File: config.mk
export PLATFORM = sky130hd
export DESIGN_NAME = dcache_controller_flat
export DESIGN_NICKNAME = d
export VERILOG_FILES = /design/src/rtl/dcache_pkg.sv /design/src/rtl/dcache_if.sv /design/src/rtl/dcache_sram.sv /design/src/rtl/dcache_controller.sv /design/src/flat_wrapper.sv
export SDC_FILE = /design/constraint.sdc
export NUM_CORES = 2
export LEC_CHECK = 0
export CAP_MARGIN = 20
export CORE_MARGIN = 3
export CORE_UTILIZATION = 40
export DETAILED_ROUTE_END_ITERATION = 12
export MAX_ROUTING_LAYER = met4
export SYNTH_ARGS = -nofsm -noshare
export SYNTH_HDL_FRONTEND = slang
export SYNTH_MEMORY_MAX_BITS = 65536
export SYNTH_SLANG_ARGS = --single-unit
File: constraint.sdc
create_clock -name clk_i -period 17.5 [get_ports clk_i]
set_clock_uncertainty 0.1 [all_clocks]
set_input_delay 2.625 -clock clk_i [delete_from_list [all_inputs] [get_ports clk_i]]
set_output_delay 2.625 -clock clk_i [all_outputs]
set_load 0.02 [all_outputs]
File: src/rtl/dcache_pkg.sv
// Shared types, widths and address helpers for the L1 data cache.
package dcache_pkg;

  localparam int unsigned LINES     = 16;
  localparam int unsigned BLOCK_W   = 256;
  localparam int unsigned ADDR_W    = 32;
  localparam int unsigned WORD_W    = 32;
  localparam int unsigned WORDS     = BLOCK_W / WORD_W;
  localparam int unsigned BYTE_W    = 2;
  localparam int unsigned OFF_W     = $clog2(WORDS);
  localparam int unsigned IDX_W     = $clog2(LINES);
  localparam int unsigned BLK_OFF_W = OFF_W + BYTE_W;
  localparam int unsigned TAG_W     = ADDR_W - IDX_W - BLK_OFF_W;

  typedef enum logic [2:0] {
    IDLE,
    MISS,
    WB,
    FETCH,
    FILL
  } state_t;

  typedef logic [WORDS-1:0][WORD_W-1:0] block_t;

  typedef struct packed {
    logic [TAG_W-1:0]  tag;
    logic [IDX_W-1:0]  idx;
    logic [OFF_W-1:0]  off;
    logic [BYTE_W-1:0] bsel;
  } addr_t;

  // Split a CPU byte address into tag / index / word offset / byte select.
  function automatic addr_t split_addr(input logic [ADDR_W-1:0] addr);
    return addr_t'(addr);
  endfunction

  // Block-aligned memory address for a given tag and line index.
  function automatic logic [ADDR_W-1:0] blk_addr(input logic [TAG_W-1:0] tag,
                                                 input logic [IDX_W-1:0] idx);
    return {tag, idx, BLK_OFF_W'(0)};
  endfunction

endpackage

File: src/rtl/dcache_if.sv
// CPU-side and memory-side signals of the data cache, bundled.
interface dcache_if;
  import dcache_pkg::*;

  logic                 cpu_req_i;
  logic                 cpu_we_i;
  logic [ADDR_W-1:0]    cpu_addr_i;
  logic [WORD_W-1:0]    cpu_data_i;
  logic [WORD_W-1:0]    cpu_data_o;
  logic                 cpu_stall_o;
  logic                 mem_req_o;
  logic                 mem_we_o;
  logic [ADDR_W-1:0]    mem_addr_o;
  logic [BLOCK_W-1:0]   mem_data_o;
  logic [BLOCK_W-1:0]   mem_data_i;
  logic                 mem_ack_i;

  // Cache view.
  modport slave (
    input  cpu_req_i, cpu_we_i, cpu_addr_i, cpu_data_i, mem_data_i, mem_ack_i,
    output cpu_data_o, cpu_stall_o, mem_req_o, mem_we_o, mem_addr_o, mem_data_o
  );

  // CPU pipeline plus off-chip memory view.
  modport master (
    output cpu_req_i, cpu_we_i, cpu_addr_i, cpu_data_i, mem_data_i, mem_ack_i,
    input  cpu_data_o, cpu_stall_o, mem_req_o, mem_we_o, mem_addr_o, mem_data_o
  );
endinterface

File: src/rtl/dcache_sram.sv
// Per-line tag/valid/dirty/data storage: async read, sync block fill or word update.
module dcache_sram
  import dcache_pkg::*;
(
  input  logic              clk,
  input  logic              rst_n,
  input  logic [IDX_W-1:0]  idx,
  input  logic              fill_en,
  input  logic [TAG_W-1:0]  fill_tag,
  input  block_t            fill_data,
  input  logic              word_en,
  input  logic [OFF_W-1:0]  word_off,
  input  logic [WORD_W-1:0] word_data,
  output logic [TAG_W-1:0]  rd_tag_c,
  output logic              rd_valid_c,
  output logic              rd_dirty_c,
  output block_t            rd_data_c
);

  logic [TAG_W-1:0] tag_q [LINES];
  block_t           data_q [LINES];
  logic [LINES-1:0] valid_q;
  logic [LINES-1:0] dirty_q;

  assign rd_tag_c   = tag_q[idx];
  assign rd_valid_c = valid_q[idx];
  assign rd_dirty_c = dirty_q[idx];
  assign rd_data_c  = data_q[idx];

  // Line status: cleared on reset, a fill yields clean-valid, a word write marks dirty.
  always_ff @(posedge clk) begin
    if (!rst_n) begin
      valid_q <= '0;
      dirty_q <= '0;
    end else if (fill_en) begin
      valid_q[idx] <= 1'b1;
      dirty_q[idx] <= 1'b0;
    end else if (word_en) begin
      dirty_q[idx] <= 1'b1;
    end
  end

  // Tag and data arrays carry no reset; valid qualifies their contents.
  always_ff @(posedge clk) begin
    if (fill_en) begin
      tag_q[idx]  <= fill_tag;
      data_q[idx] <= fill_data;
    end else if (word_en) begin
      data_q[idx][word_off] <= word_data;
    end
  end

endmodule

File: src/rtl/dcache_controller.sv
// Direct-mapped write-back / write-allocate L1 data cache between MEM stage and memory.
module dcache_controller
  import dcache_pkg::*;
(
  input  logic     clk_i,
  input  logic     rst_i,
  dcache_if.slave  bus
);

  state_t            state_q, state_d;
  logic              mem_req_q, mem_req_d;
  logic              mem_we_q, mem_we_d;
  logic [ADDR_W-1:0] mem_addr_q, mem_addr_d;
  block_t            mem_data_q, mem_data_d;
  block_t            fill_q;

  addr_t             cpu_a;
  logic              unused_bsel;
  logic [TAG_W-1:0]  rd_tag;
  logic              rd_valid, rd_dirty;
  block_t            rd_data;
  logic              hit_c, ack_c, lookup_c, word_en, fill_en;

  assign cpu_a       = split_addr(bus.cpu_addr_i);
  assign unused_bsel = ^cpu_a.bsel;

  dcache_sram u_sram (
    .clk        (clk_i),
    .rst_n      (rst_i),
    .idx        (cpu_a.idx),
    .fill_en    (fill_en),
    .fill_tag   (cpu_a.tag),
    .fill_data  (fill_q),
    .word_en    (word_en),
    .word_off   (cpu_a.off),
    .word_data  (bus.cpu_data_i),
    .rd_tag_c   (rd_tag),
    .rd_valid_c (rd_valid),
    .rd_dirty_c (rd_dirty),
    .rd_data_c  (rd_data)
  );

  // Lookup only counts in IDLE; an ack only counts while a request is outstanding.
  assign lookup_c = (state_q == IDLE);
  assign hit_c    = bus.cpu_req_i && rd_valid && (rd_tag == cpu_a.tag);
  assign ack_c    = mem_req_q && bus.mem_ack_i;
  assign word_en  = rst_i && lookup_c && hit_c && bus.cpu_we_i;
  assign fill_en  = rst_i && (state_q == FILL);

  assign bus.cpu_data_o  = (lookup_c && hit_c && !bus.cpu_we_i) ? rd_data[cpu_a.off] : '0;
  assign bus.cpu_stall_o = !lookup_c || (bus.cpu_req_i && !hit_c);
  assign bus.mem_req_o   = mem_req_q;
  assign bus.mem_we_o    = mem_we_q;
  assign bus.mem_addr_o  = mem_addr_q;
  assign bus.mem_data_o  = mem_data_q;

  // State and registered memory-side outputs.
  always_ff @(posedge clk_i) begin
    if (!rst_i) begin
      state_q    <= IDLE;
      mem_req_q  <= 1'b0;
      mem_we_q   <= 1'b0;
      mem_addr_q <= '0;
      mem_data_q <= '0;
    end else begin
      state_q    <= state_d;
      mem_req_q  <= mem_req_d;
      mem_we_q   <= mem_we_d;
      mem_addr_q <= mem_addr_d;
      mem_data_q <= mem_data_d;
    end
  end

  // Capture the fetched block; it is written into the arrays during FILL.
  always_ff @(posedge clk_i) begin
    if (state_q == FETCH && ack_c) begin
      fill_q <= block_t'(bus.mem_data_i);
    end
  end

  // Next state and next memory request; request drops on every accepted ack.
  always_comb begin
    state_d    = state_q;
    mem_req_d  = 1'b0;
    mem_we_d   = 1'b0;
    mem_addr_d = '0;
    mem_data_d = '0;

    unique case (state_q)
      IDLE:    if (bus.cpu_req_i && !hit_c) state_d = MISS;
      MISS:    state_d = (rd_valid && rd_dirty) ? WB : FETCH;
      WB:      if (ack_c) state_d = FETCH;
      FETCH:   if (ack_c) state_d = FILL;
      FILL:    state_d = IDLE;
      default: state_d = IDLE;
    endcase

    mem_req_d = ((state_d == WB) || (state_d == FETCH)) && !ack_c;
    if (state_d == WB) begin
      mem_we_d   = 1'b1;
      mem_addr_d = blk_addr(rd_tag, cpu_a.idx);
      mem_data_d = rd_data;
    end else if (state_d == FETCH) begin
      mem_addr_d = blk_addr(cpu_a.tag, cpu_a.idx);
    end
  end

endmodule

File: src/flat_wrapper.sv
// flat-port wrapper written by rule: the top's interface ports become plain ports
module dcache_controller_flat import dcache_pkg::*;
  (clk_i, rst_i, bus_cpu_req_i, bus_cpu_we_i, bus_cpu_addr_i, bus_cpu_data_i, bus_mem_data_i, bus_mem_ack_i, bus_cpu_data_o, bus_cpu_stall_o, bus_mem_req_o, bus_mem_we_o, bus_mem_addr_o, bus_mem_data_o);
  dcache_if bus_i ();
  input  logic clk_i;
  input  logic rst_i;
  input wire logic [$bits(bus_i.cpu_req_i)-1:0] bus_cpu_req_i;
  input wire logic [$bits(bus_i.cpu_we_i)-1:0] bus_cpu_we_i;
  input wire logic [$bits(bus_i.cpu_addr_i)-1:0] bus_cpu_addr_i;
  input wire logic [$bits(bus_i.cpu_data_i)-1:0] bus_cpu_data_i;
  input wire logic [$bits(bus_i.mem_data_i)-1:0] bus_mem_data_i;
  input wire logic [$bits(bus_i.mem_ack_i)-1:0] bus_mem_ack_i;
  output wire logic [$bits(bus_i.cpu_data_o)-1:0] bus_cpu_data_o;
  output wire logic [$bits(bus_i.cpu_stall_o)-1:0] bus_cpu_stall_o;
  output wire logic [$bits(bus_i.mem_req_o)-1:0] bus_mem_req_o;
  output wire logic [$bits(bus_i.mem_we_o)-1:0] bus_mem_we_o;
  output wire logic [$bits(bus_i.mem_addr_o)-1:0] bus_mem_addr_o;
  output wire logic [$bits(bus_i.mem_data_o)-1:0] bus_mem_data_o;
  assign bus_i.cpu_req_i = bus_cpu_req_i;
  assign bus_i.cpu_we_i = bus_cpu_we_i;
  assign bus_i.cpu_addr_i = bus_cpu_addr_i;
  assign bus_i.cpu_data_i = bus_cpu_data_i;
  assign bus_i.mem_data_i = bus_mem_data_i;
  assign bus_i.mem_ack_i = bus_mem_ack_i;
  assign bus_cpu_data_o = bus_i.cpu_data_o;
  assign bus_cpu_stall_o = bus_i.cpu_stall_o;
  assign bus_mem_req_o = bus_i.mem_req_o;
  assign bus_mem_we_o = bus_i.mem_we_o;
  assign bus_mem_addr_o = bus_i.mem_addr_o;
  assign bus_mem_data_o = bus_i.mem_data_o;
  dcache_controller u_core (.clk_i(clk_i), .rst_i(rst_i), .bus(bus_i));
endmodule
==> flow_metrics.env <==
export IMPL_place_hpwl_mm=409.8
export IMPL_core_area_um2=475100
export IMPL_drive_gt1_frac=0.2986
export IMPL_routed_via_density=6.093
export IMPL_cts_hold_buf=0
export IMPL_fin_nets=9524
export IMPL_highest_layer="met4"
export IMPL_worstSetupPathType="in2out"
export IMPL_gr_usage_all_layers=0.2757
export IMPL_rows=253
export IMPL_async_flop_share=0
export IMPL_peakVddDrop_v=0.0001130
export IMPL_grt_max_degree=132
export IMPL_route_detailed_drc=0
export IMPL_pwr_density_cell_nw_per_um2=115.9
export IMPL_root_buffer="clkbuf_16"
export IMPL_worstHoldPathType="reg2reg"
export IMPL_synth_distinct_cells=75
export IMPL_route_met2_wl_mm=298.9
export IMPL_placed_area_um2=206200
export IMPL_post_route_period_util=0.6769
export IMPL_first_pass_iters=7
export IMPL_cts_setup_buffers=0
export IMPL_slew_headroom=0.1645
export IMPL_rsz0062_at_grt="no"
export IMPL_grt_overflow_total=0
export IMPL_numCtsBuffers=533
export IMPL_cpMaxStageDelayCell="o22ai_1"
export IMPL_cts_tree="yes"
export IMPL_grt_pass1_wl_mm=867.1
export IMPL_maxCapViolations=0
export IMPL_area_delta_synth_final_pct=17.83
export IMPL_leakagePower_uw=0.07056
export IMPL_ys_flop_type="edfxtp_1"
export IMPL_worstSetupStartpointType="input port"
export IMPL_path_delay_family="buffers and inverters"
export IMPL_cts_htree_levels=6
export IMPL_antenna_found_initial=184
export IMPL_initial_utilization=0.4017
export IMPL_numPortBuffers=640
export IMPL_syn_area_per_cell_um2=23.16
export IMPL_path_clk_slew_ns=0.06
export IMPL_gp_congestion=0.8723
export IMPL_clk_latency_ns=1.09
export IMPL_regArea_um2=148100
export IMPL_crit_fanout=103
export IMPL_fp_dieH_um=696.7
export IMPL_synth_edf_count=4720
export IMPL_clk_path_buf_depth=4
export IMPL_synth_area_um2=190800
export IMPL_required_ns=14.78
export IMPL_fillers=38360
export IMPL_cp_slowest_stage_delay_ns=0.98
export IMPL_totalWireLength_mm=661.1
export IMPL_cp_num_buf_inv=5
export IMPL_cp_cell_sequence="buf_16 > buf_12 > buf_12 > buf_4 > mux4_2 > mux4_2 > o22ai_1 > or4_1 > nor2_1 > clkdlybuf4s50_1"
export IMPL_ys_seq_elements=5040
export IMPL_ys_warn_count=0
export IMPL_multi_input_area_um2=41410
export IMPL_syn_inst=8239
export IMPL_finalHoldViolCount=0
export IMPL_cts_resized=0
export IMPL_clock_sinks=5040
export IMPL_worst_pin_slew_ns=1.253
export IMPL_m1WireLength_mm=241.2
export IMPL_endpoint_kind="output port"
export IMPL_cp_arrival_ns=9.12
export IMPL_die_area_um2=485400
export IMPL_ant_nets=0
export IMPL_outcome="completed"
export IMPL_fmax_mhz=84.41
export IMPL_first_iter_violations=17020
export IMPL_slew_violations=0
export IMPL_setup_tns_ns=0
export IMPL_vias=100200
export IMPL_first_global_vias=94230
export IMPL_setup_viol=0
export IMPL_met3_length_mm=90.93
export IMPL_wl_per_cell_um=40.19
export IMPL_ioPinCount=648
export IMPL_fin_area_um2=224900
export IMPL_fin_crit_ns=11.85
export IMPL_dieWidth_um=696.7
export IMPL_ys_seq_area_frac=0.7762
-- final timing paths --
kind,slack [ns],to,startpoint,depth (start not counted)
worst max-delay path,5.65,bus_cpu_data_o[11],bus_cpu_addr_i[5],10
worst min-delay path,0.35,u_core.u_sram.valid_q[9],u_core.u_sram.valid_q[9],1
worst max register to register,11.77,u_core.u_sram.data_q[7][59],u_core.u_sram.tag_q[15][3],11
worst min register to register,0.35,u_core.u_sram.valid_q[9],u_core.u_sram.valid_q[9],1
-- worst reg2reg max path, cell delays in order (launching register included) --
cell,delay (ns)
edfxtp_1,0.37
mux4_2,0.56
a22oi_2,0.25
a21oi_1,0.10
a211o_1,0.27
or4_1,0.41
or4b_4,0.76
or3_4,0.85
and2_1,0.37
buf_4,0.26
nor2_4,0.34
buf_4,0.65
-- registers in the layout, indices dropped and copies added (netlist names), named ones only --
register and cells:
u_core.bus.mem_req_o 1, u_core.u_sram.data_q 4096, u_core.bus.mem_we_o 1, u_core.bus.mem_data_o 256, u_core.u_sram.valid_q 16, u_core.state_q 3
u_core.fill_q 256, u_core.bus.mem_addr_o 27, u_core.u_sram.tag_q 368
-- power by group --
part           leakage, uW  internal [uW]  switching, uW
Combinational       0.0171            575           1040
Sequential          0.0450          13100           47.7
Clock              0.00847           6490           4840
-- synthesized netlist by cell type (12+ instances only) --
cell,count,area [um^2]
nand3_1,21,105.1
nor2_1,179,671.9
and3_1,254,1589
nand2_1,47,176.4
mux2i_1,54,540.5
nor3b_1,12,90.09
edfxtp_1,4720,141700
or4_1,34,255.2
buf_4,15,112.6
nor2_2,24,150.1
nor3_1,18,90.09
buf_1,72,270.3
xnor2_1,18,157.7
a21o_1,17,127.6
o21ai_0,23,115.1
or3_1,17,106.4
clkbuf_1,317,1190
buf_6,25,281.5
mux4_2,1358,30580
o22ai_1,141,882.1
a21oi_1,24,120.1
buf_2,57,285.3
a31oi_1,15,93.84
mux2_2,267,3007
dfxtp_1,320,6406
inv_1,18,67.56
mux2_1,18,202.7
-- placed cells by master (no fill, tap or decap), drive strengths merged, types with 10 or more instances in the layout --
cell / synthesis / routed
a21o: 17 / 17
a21oi: 24 / 24
a22oi: 11 / 11
a31oi: 15 / 15
and2: 13 / 13
and3: 254 / 254
buf: 175 / 309
bufinv: 0 / 40
clkbuf: 320 / 675
clkdlybuf4s50: 0 / 607
clkinv: 1 / 199
clkinvlp: 0 / 17
dfxtp: 320 / 320
diode: 0 / 450
edfxtp: 4720 / 4720
inv: 18 / 47
mux2: 285 / 285
mux2i: 54 / 54
mux4: 1366 / 1366
nand2: 47 / 47
nand3: 21 / 21
nand4: 10 / 10
nor2: 209 / 209
nor2b: 10 / 10
nor3: 18 / 18
nor3b: 12 / 12
o21ai: 24 / 24
o22ai: 141 / 141
or3: 17 / 17
or4: 34 / 34
xnor2: 18 / 18
-- final cells by class --
class,count,share of cell area
sequential,5040,0.6588
multi-input combinational,2689,0.1842
clock buffer,675,0.06422
timing repair buffer,916,0.03865
tap,6375,0.03547
clock inverter,284,0.01335
antenna,450,0.005008
inverter,19,0.0003505
-- cells by family (layout without fill, tap and decap cells) --
logic type | Yosys count | count (layout) | share of synthesized area
AND/OR/NAND/NOR | 668 | 668 | 0.01931
XOR/XNOR | 24 | 24 | 0.001101
other | 1 | 455 | 0.00001965
multiplexers | 1705 | 1705 | 0.1810
buffers and inverters | 514 | 1894 | 0.01225
AO/OA/AOI/OAI | 287 | 287 | 0.01007
flip-flops | 5040 | 5040 | 0.7762
-- routing by layer --
layer | track usage | vias to the layer above
met4 | 0.1215 | 0
met5 | - | -
met2 | 0.3953 | 7730
met1 | 0.3596 | 53840
li1 | - | 37510
met3 | 0.09083 | 1147
-- through the flow --
| step | setup WS, ns | cells | util | hold slack, ns | power, uW |
|---|---|---|---|---|---|
| after floorplan | 3.151 | 8243 | - | 0.3211 | 14090 |
| after global placement | 5.739 | 15030 | 0.4339 | 0.3271 | 14940 |
| after detailed placement | 5.761 | 15040 | 0.4340 | 0.3396 | 14940 |
| after CTS | 5.736 | 15990 | 0.4707 | 0.3540 | 26110 |
| after global routing | 5.468 | 16340 | 0.4727 | 0.3605 | 26640 |
| final | 5.654 | 16450 | 0.4733 | 0.3524 | 26060 |
Note: power is estimated with default switching activity, not from simulation.
